$ cat src/rtl/barcode_ean13_renderer.sv
// EAN-13 barcode renderer: draws a 95-module symbol from a 13-digit BCD code
// into the active video stream, one pixel per cycle, with registered outputs.
module barcode_ean13_renderer #(
    parameter int unsigned H_ACTIVE     = 24,
    parameter int unsigned V_ACTIVE     = 16,
    parameter int unsigned MODULE_WIDTH = 4,
    parameter int unsigned X_OFFSET     = 8,
    parameter int unsigned Y_TOP        = 2,
    parameter int unsigned BAR_HEIGHT   = 10
) (
    input  logic        iClk,
    input  logic        iRst,
    input  logic        iPixelSync,
    input  logic        iPixelActive,
    input  logic [51:0] iDataCode,
    input  logic        iLoad,
    output logic        oPixelSync,
    output logic        oPixelActive,
    output logic        oPixelData,
    output logic        oVideoMarker,
    output logic        oCodeValid
);
    localparam int unsigned COL_W  = $clog2(H_ACTIVE + 1);
    localparam int unsigned LINE_W = $clog2(V_ACTIVE + 1);
    localparam int unsigned PX_W   = (MODULE_WIDTH > 1) ? $clog2(MODULE_WIDTH) : 1;

    typedef enum logic [2:0] {
        StIdle, StStartGuard, StLeft, StMidGuard, StRight, StEndGuard, StDone
    } state_e;

    logic [51:0]       shadow_q, shadow_d, code_q, code_d;
    logic              code_valid_q, code_valid_d;
    logic [COL_W-1:0]  col_q, col_d;
    logic [LINE_W-1:0] line_q, line_d;
    state_e            state_q, state_d, cur_state;
    logic [PX_W-1:0]   px_q, px_d, cur_px;
    logic [2:0]        mod_q, mod_d, cur_mod, last_mod;
    logic [2:0]        dig_q, dig_d, cur_dig;
    logic              sync_q, active_q, pixel_q, pixel_d, marker_q, marker_d;
    logic              bar_line, black, guard;
    logic [6:0]        pat;
    logic [3:0]        dval;
    logic [5:0]        pmask;

    // Digit k (0..12) of the code; digit 0 sits in the top nibble.
    function automatic logic [3:0] digit_at(input logic [51:0] code, input logic [3:0] k);
        logic [51:0] s;
        s = code >> (6'd48 - {k, 2'b00});
        return s[3:0];
    endfunction

    function automatic logic all_bcd(input logic [51:0] code);
        logic ok;
        ok = 1'b1;
        for (int i = 0; i < 13; i++) begin
            if (code[4*i +: 4] > 4'd9) ok = 1'b0;
        end
        return ok;
    endfunction

    function automatic logic [6:0] l_code(input logic [3:0] d);
        case (d)
            4'd0: return 7'b0001101;
            4'd1: return 7'b0011001;
            4'd2: return 7'b0010011;
            4'd3: return 7'b0111101;
            4'd4: return 7'b0100011;
            4'd5: return 7'b0110001;
            4'd6: return 7'b0101111;
            4'd7: return 7'b0111011;
            4'd8: return 7'b0110111;
            4'd9: return 7'b0001011;
            default: return 7'b0000000;
        endcase
    endfunction

    function automatic logic [6:0] g_code(input logic [3:0] d);
        case (d)
            4'd0: return 7'b0100111;
            4'd1: return 7'b0110011;
            4'd2: return 7'b0011011;
            4'd3: return 7'b0100001;
            4'd4: return 7'b0011101;
            4'd5: return 7'b0111001;
            4'd6: return 7'b0000101;
            4'd7: return 7'b0010001;
            4'd8: return 7'b0001001;
            4'd9: return 7'b0010111;
            default: return 7'b0000000;
        endcase
    endfunction

    // One bit per left digit, first digit in bit 5; 1 selects the G set.
    function automatic logic [5:0] parity_mask(input logic [3:0] d);
        case (d)
            4'd1: return 6'b001011;
            4'd2: return 6'b001101;
            4'd3: return 6'b001110;
            4'd4: return 6'b010011;
            4'd5: return 6'b011001;
            4'd6: return 6'b011100;
            4'd7: return 6'b010101;
            4'd8: return 6'b010110;
            4'd9: return 6'b011010;
            default: return 6'b000000;
        endcase
    endfunction

    // Shadow capture and frame-code handover at frame start.
    always_comb begin
        shadow_d     = iLoad ? iDataCode : shadow_q;
        code_d       = code_q;
        code_valid_d = code_valid_q;
        if (iPixelSync) begin
            code_d       = iLoad ? iDataCode : shadow_q;
            code_valid_d = all_bcd(code_d);
        end
    end

    // Column/line counters; column saturates so over-long lines never retrigger.
    always_comb begin
        col_d = '0;
        if (iPixelActive) col_d = (col_q == '1) ? col_q : col_q + 1'b1;
        line_d = line_q;
        if (iPixelSync) line_d = '0;
        else if (active_q && !iPixelActive) line_d = line_q + 1'b1;
        bar_line = code_valid_q && (line_q >= LINE_W'(Y_TOP))
                   && (line_q < LINE_W'(Y_TOP + BAR_HEIGHT));
    end

    // Symbol FSM: the start column is recognised in the same cycle it is drawn.
    always_comb begin
        cur_state = state_q;
        cur_px    = px_q;
        cur_mod   = mod_q;
        cur_dig   = dig_q;
        if (state_q == StIdle && iPixelActive && bar_line && col_q == COL_W'(X_OFFSET)) begin
            cur_state = StStartGuard;
            cur_px    = '0;
            cur_mod   = '0;
            cur_dig   = '0;
        end

        black    = 1'b0;
        guard    = 1'b0;
        pat      = '0;
        dval     = '0;
        pmask    = '0;
        last_mod = 3'd2;
        case (cur_state)
            StStartGuard, StEndGuard: begin
                guard = 1'b1;
                black = ~cur_mod[0];
            end
            StMidGuard: begin
                guard    = 1'b1;
                black    = cur_mod[0];
                last_mod = 3'd4;
            end
            StLeft: begin
                dval     = digit_at(code_q, {1'b0, cur_dig} + 4'd1);
                pmask    = parity_mask(code_q[51:48]);
                pat      = pmask[3'd5 - cur_dig] ? g_code(dval) : l_code(dval);
                black    = pat[3'd6 - cur_mod];
                last_mod = 3'd6;
            end
            StRight: begin
                dval     = digit_at(code_q, {1'b0, cur_dig} + 4'd7);
                pat      = ~l_code(dval);
                black    = pat[3'd6 - cur_mod];
                last_mod = 3'd6;
            end
            default: ;
        endcase

        state_d = cur_state;
        px_d    = cur_px;
        mod_d   = cur_mod;
        dig_d   = cur_dig;
        if (cur_state != StIdle && cur_state != StDone) begin
            if (cur_px == PX_W'(MODULE_WIDTH - 1)) begin
                px_d = '0;
                if (cur_mod == last_mod) begin
                    mod_d = '0;
                    if ((cur_state == StLeft || cur_state == StRight) && cur_dig != 3'd5) begin
                        dig_d = cur_dig + 1'b1;
                    end else begin
                        dig_d = '0;
                        case (cur_state)
                            StStartGuard: state_d = StLeft;
                            StLeft:       state_d = StMidGuard;
                            StMidGuard:   state_d = StRight;
                            StRight:      state_d = StEndGuard;
                            default:      state_d = StDone;
                        endcase
                    end
                end else begin
                    mod_d = cur_mod + 1'b1;
                end
            end else begin
                px_d = cur_px + 1'b1;
            end
        end
        if (!iPixelActive) begin
            state_d = StIdle;
            px_d    = '0;
            mod_d   = '0;
            dig_d   = '0;
        end

        pixel_d  = ~(iPixelActive & black);
        marker_d = iPixelActive & guard;
    end

    // State and registered outputs.
    always_ff @(posedge iClk or posedge iRst) begin
        if (iRst) begin
            shadow_q     <= '0;
            code_q       <= '0;
            code_valid_q <= 1'b1;
            col_q        <= '0;
            line_q       <= '0;
            state_q      <= StIdle;
            px_q         <= '0;
            mod_q        <= '0;
            dig_q        <= '0;
            sync_q       <= 1'b0;
            active_q     <= 1'b0;
            pixel_q      <= 1'b1;
            marker_q     <= 1'b0;
        end else begin
            shadow_q     <= shadow_d;
            code_q       <= code_d;
            code_valid_q <= code_valid_d;
            col_q        <= col_d;
            line_q       <= line_d;
            state_q      <= state_d;
            px_q         <= px_d;
            mod_q        <= mod_d;
            dig_q        <= dig_d;
            sync_q       <= iPixelSync;
            active_q     <= iPixelActive;
            pixel_q      <= pixel_d;
            marker_q     <= marker_d;
        end
    end

    assign oPixelSync   = sync_q;
    assign oPixelActive = active_q;
    assign oPixelData   = pixel_q;
    assign oVideoMarker = marker_q;
    assign oCodeValid   = code_valid_q;

endmodule

$ cat config.mk
export PLATFORM = sky130hd
export DESIGN_NAME = barcode_ean13_renderer
export DESIGN_NICKNAME = d
export VERILOG_FILES = /design/src/rtl/barcode_ean13_renderer.sv
export SDC_FILE = /design/constraint.sdc
export NUM_CORES = 1
export LEC_CHECK = 0
export BUFFER_PORTS_ARGS = -buffer_cell sky130_fd_sc_hd__buf_2
export CAP_MARGIN = 40
export CELL_PAD_IN_SITES_DETAIL_PLACEMENT = 1
export CELL_PAD_IN_SITES_GLOBAL_PLACEMENT = 1
export CORE_MARGIN = 3
export CORE_UTILIZATION = 38
export CTS_BUF_LIST = sky130_fd_sc_hd__clkbuf_8
export CTS_CLUSTER_SIZE = 40
export DETAILED_ROUTE_END_ITERATION = 8
export PLACE_DENSITY_LB_ADDON = 0.1
export SETUP_SLACK_MARGIN = 0.3
export SLEW_MARGIN = 10
export SYNTH_ARGS = -nofsm -noshare
export SYNTH_HDL_FRONTEND = slang
export SYNTH_SLANG_ARGS = --single-unit
$ cat constraint.sdc
create_clock -name iClk -period 10.9 [get_ports iClk]
set_input_delay 2.18 -clock iClk [delete_from_list [all_inputs] [get_ports iClk]]
set_output_delay 2.18 -clock iClk [all_outputs]
set_load 0.05 [all_outputs]
# --- After elaboration in Yosys (flattened, before gate mapping) ---
# Memories as Yosys holds them, arrays and structs flattened.
# Cells that the tools add are included.
classes:
  addsub: 11
  n_mul: 0
  n_div: 0
  magnitude_cmp: 17
  n_eq_ne: 12
  shift: 2
  mux: 54
  bitwise: 5
  n_reduce_logical: 16
op_table:
  columns: ["cell", "count"]
  rows:
  - ["right shift 52 x 6 -> 4 bit", 2]
  - ["> comparator 4 bit (second input constant)", 13]
  - ["two-way mux 52 bit", 1]
  - ["two-way mux 3 bit", 17]
  - ["two-way mux 7 bit", 4]
  - ["two-way mux 5 bit", 4]
  - ["two-way mux 1 bit", 17]
  - ["case mux 3 bit (4 select lines)", 1]
  - ["subtractor 6 bit (first input constant)", 2]
  - ["adder 5 x 1 -> 5 bit (second input constant)", 2]
  - ["binary-select mux 1 bit (select 3 bit)", 3]
  - ["logical AND 1 bit", 8]
  - ["less-than comparator 3 x 4 -> 1 bit (second input constant)", 2]
  - ["two-way mux 2 bit", 4]
  - ["NOT 7 bit", 1]
  - ["adder 3 x 1 -> 3 bit (second input constant)", 2]
  - ["equality test 3 x 2 -> 1 bit (second input constant)", 2]
  - ["equality test 3 bit (second input constant)", 2]
  - ["two-way mux 6 bit", 1]
  - ["inequality test 3 bit (second input constant)", 2]
  - ["case mux 3 bit (2 select lines)", 1]
  - ["subtractor 3 bit (first input constant)", 2]
  - ["equality test 5 x 4 -> 1 bit (second input constant)", 1]
  - ["equality test 5 bit (second input constant)", 1]
  - ["19 further kinds", 22]
word_totals:
  ff_bits: 130
  latch_bits: 0
  ram_bits: 0
  rom_bits: 368
  inputBits: 57
  output_inout_bits: 5
  wordCells: 134
  memories: 4
memory_table:
  columns: ["name", "depth", "word_bits", "rd", "rd_clocked_by_memory_dff", "wr", "line_no", "rtl"]
  rows:
  - ["(name not given)", 16, 6, 1, 0, 0, "78", "case (d)"]
  - ["(name not given)", 16, 6, 1, 0, 0, "62", "case (d)"]
  - ["(name not given)", 16, 6, 1, 0, 0, "62", null]
  - ["(name not given)", 16, 5, 1, 0, 0, "95", "case (d)"]

# --- Logic depth before layout (Yosys ltp) ---
# An unclocked memory read counts as a cell.
depth:
  word_depth: 17
  ltp_mapped: 19
  depth_no_buf: 18

# --- Least setup slack after synthesis ---
# No wires, ideal clock.
synth_timing:
  path_type: "input -> register"
  startpoint: "in iPixelActive"
  endpoint: "reg pixel_q (netlist: oPixelData)"
  setup_ns: 0.081
  arrival_time_ns: 5.424
  required_ns: 10.819
  path_slack_ns: 5.396
  cell_stages: 12
  path_buffers: 1
  path_cell_list: "nand4b_1 > or4_4 > buf_6 > and4_4 > a311oi_2 > inv_1 > ha_1 > mux2_4 > a2111oi_2 > a2111oi_0 > or4b_1 > a32oi_1"
synth_between:
  elab_chain_len: 15
  elab_cells_between_ends: 38
  cone_classes: "add/sub: 6; eq/ne: 5; shift: 2; mux: 14; bitwise: 4; reduce/logical: 4; memory: 3"
synth_rtl:
  columns: ["element", "line_no", "rtl"]
  rows:
  - ["start: declaration", "14", "input logic iPixelActive,"]
  - ["logical AND 1 bit (3 in series)", "137", "if (state_q == StIdle && iPixelActive && bar_line && col_q == COL_W'(X_OFFSET)) begin"]
  - ["two-way mux 3 bit", "137", null]
  - ["adder 3 x 1 -> 4 bit / adder 3 x 3 -> 4 bit (equally long branches)", "161, 168", null]
  - ["subtractor 6 bit", "48", "s = code >> (6'd48 - {k, 2'b00});"]
  - ["right shift 52 x 6 -> 4 bit", "48", null]
  - ["memory (16 x 6 bit) (on tied branches)", null, null]
  - ["two-way mux 7 bit", "150", "case (cur_state)"]
  - ["two-way mux 7 bit / NOT 7 bit (equally long branches)", "163, 169", null]
  - ["binary-select mux 1 bit (select 3 bit) (on tied branches)", "164, 170", null]
  - ["two-way mux 1 bit (on tied branches)", "164, 170", null]
  - ["case mux 1 bit (4 select lines)", "150", null]
  - ["bitwise AND 1 bit (*)", "211", "pixel_d = ~(iPixelActive & black);"]
  - ["NOT 1 bit (*)", "211", null]
  - ["via pixel_d", "39", "logic sync_q, active_q, pixel_q, pixel_d, marker_q, marker_d;"]
  - ["end signal: assignment", "243", "pixel_q <= pixel_d;"]
  - ["end: declaration", "39", null]
# The timed path passes the listed nets; every way through them passes the cells marked *. The select of a mux whose other input is x is not followed.
# A chain may end at the register's enable or synchronous reset.

# --- Worst setup path in the final report ---
# Same ends and word-level chain as after synthesis.

==> out/results.ini <==
[timing]
rsz0062_at_grt=no
finClkSkew_ps=9.64
timing.fmax_mhz=166
setup_viol=0
period_share_pct=55.4
maxSlewViolCount=0
tns_ps=0
slew_headroom_pct=45.1
fin_crit_ps=6030
hold_viol_final=0
worst_pin_slew_ps=823

[global_routing]
grt_util_all_layers_pct=18.9
use_met3_pct=4.31
overflow=0
met1_usage_pct=25.4
grt_max_degree=89
grt_antenna_before_repair=0
first_global_vias=5843
grt_pass1_wl_um=32000
grt_use_met2_pct=30.9
busiest_layer=met2

[setup_path]
crit_fanout=29
crit_arrival_ps=6400
cp-end-kind=flop
required_ps=11270
cp-start-kind=input port
critical_path_class=in2reg

[logic_synthesis]
yosys.area_share.simple_pct=13.8
async_reset_ff_share_pct=100
ys_types=87
synth_area_leaders=dfrtp_1, mux2i_1, a21oi_1, mux2_2, ha_1
syn_inst=733
yosysTopAreaCellShare_pct=43.5
synth_top_family_by_area=compound AO/OA/AOI/OAI gates
synth_area_um2=7370
synthFlopType=dfrtp_1
synth_edf_count=0
synth-seq-area-share_pct=44.2
synthesis.area_per_instance_um2=10.1
synthesis.nets=816
synthAdderAreaFrac_pct=4.42
synth_compound_area_share_pct=16.0
muxShareOfSynthArea_pct=13.4
synth-seq-cells=130
synth-xor-area-share_pct=1.43
synth_area_leader_cell=dfrtp_1
yosys_warnings=0

[cells_and_area]
finalCoreUtilization_pct=43.8
drive_gt1_share_pct=20.9
layout_common_cells=dfrtp_1, a21oi_1, inv_1
final_common_cell=dfrtp_1
fin_area_um2=8280
area_growth_pct=12.3
nets=860
antennaDiodeCount=0

[run]
maxCapViolCount=0

[clocking]
cts_tree=built
clk-insertion-delay-late_ps=450
clkTransAtPathRegs_ps=80
cts_setup_buffers=0
htreeDepth=4
cts-root-buf=clkbuf_8
ctsResizeCount=0
cts.path.max_buffers=2
cts_buffers=17
clock_sinks=130
hold_buffers=0

[place]
place_area_um2=7840
port_buffers=61
place_congestion=0.899
place_hpwl_um=14000

[power]
leakage_nw=3.69
vdd_drop_max_v=0.000105
pwr_density_cell_nw_per_um2=137
total_power_mw=1.14

[route]
ant_nets=0
vias_per_cell=5.29
firstDrtPassIters=4
drc_errors=0
route.vias.total=5554
dr.first_iter.drc_count=251
wl_um=19300
wl_per_cell_um=18.4

[floorplanning]
ioPinCount=62
rows=50
die_x_um=145
die_h_um=145
dieArea_um2=21100
initial_core_util_pct=39.0
coreArea_um2=18900

[worst_hold_path]
hold_class=reg2reg

[outcome]
status=completed

-- state kept, by name, summed over array words and instances (netlist names) --
name / count
code_q: 52
shadow_q: 52
col_q: 5
line_q: 5
dig_q: 3
mod_q: 3
state_q: 3
px_q: 2
oCodeValid: 1
oPixelActive: 1
oPixelData: 1
oPixelSync: 1
oVideoMarker: 1
-- synth_stat cells, drive strengths merged (5+ instances only) --
master	count
dfrtp	128
a21oi	74
inv	66
nor2	65
mux2i	62
clkbuf	33
mux2	32
nand2	27
ha	26
o21ai	19
nor2b	13
buf	12
nand3	11
and2	9
nor3	8
a221oi	7
xnor2	7
a211oi	6
nand2b	6
nand4	6
nor3b	6
nor4	6
o22ai	6
a2111oi	5
and3	5
or3	5
xor2	5
-- logic make-up (layout without fill, tap and decap cells) --
kind of cell | count (synthesis) | in the layout
and+or+nand+nor | 187 | 187
AOI/OAI and AO/OA | 171 | 171
DFF | 130 | 130
buffers and inverters | 113 | 170
muxes | 94 | 94
adders and majority gates | 26 | 26
xor gates and xnor gates | 12 | 12
-- cell type report --
type,instances,area (um2)
inverter,66,250
sequential,130,3260
fill,2188,10600
clock buffer,17,234
timing repair buffer,72,448
multi-input combinational,490,3610
tap,260,325
clock inverter,15,150
-- report_power, final --
group	switching [mW]	internal (mW)	total (mW)
registers	0.0310	0.527	0.558
logic	0.100	0.0724	0.173
clock network	0.217	0.188	0.405
total	0.349	0.787	1.14
-- path summary, 6_finish.rpt --
check	depth (start not counted)	slack, ps	endpoint	start
max	12	4870	oPixelData	iPixelActive
max in group asynchronous	5	8230	oCodeValid	iRst
min reg2reg	2	500	oCodeValid	oCodeValid
max reg2reg	11	6010	oPixelData	state_q[1]
min in group asynchronous	2	1600	shadow_q[12]	iRst
min	2	500	oCodeValid	oCodeValid
-- through the flow --
step | instances | hold slack, ps | worst slack [ps]
final | 1050 | 497 | 4870
after detailed placement | 1016 | 489 | 4350
after CTS | 1048 | 502 | 4850
after global routing | 1050 | 512 | 4490
after floorplan | 733 | 465 | 5250
after global placement | 1015 | 479 | 4540
-- worst max-delay path, stage by stage --
cell	delay, ps
buf_2	330
nand4b_1	370
or4_4	720
a32o_1	330
a311oi_2	550
inv_1	190
ha_1	270
mux2_4	280
a2111oi_2	340
a2111oi_0	100
or4b_1	540
a32oi_1	190
-- routing by layer --
| metal | wire [um] | up-vias |
|---|---|---|
| li1 | - | 2678 |
| met1 | 8930 | 2794 |
| met2 | 9690 | 68 |
| met3 | 477 | 14 |
| met4 | 229 | 0 |
| met5 | 0 | - |
Power figures use the tool's default switching activity.
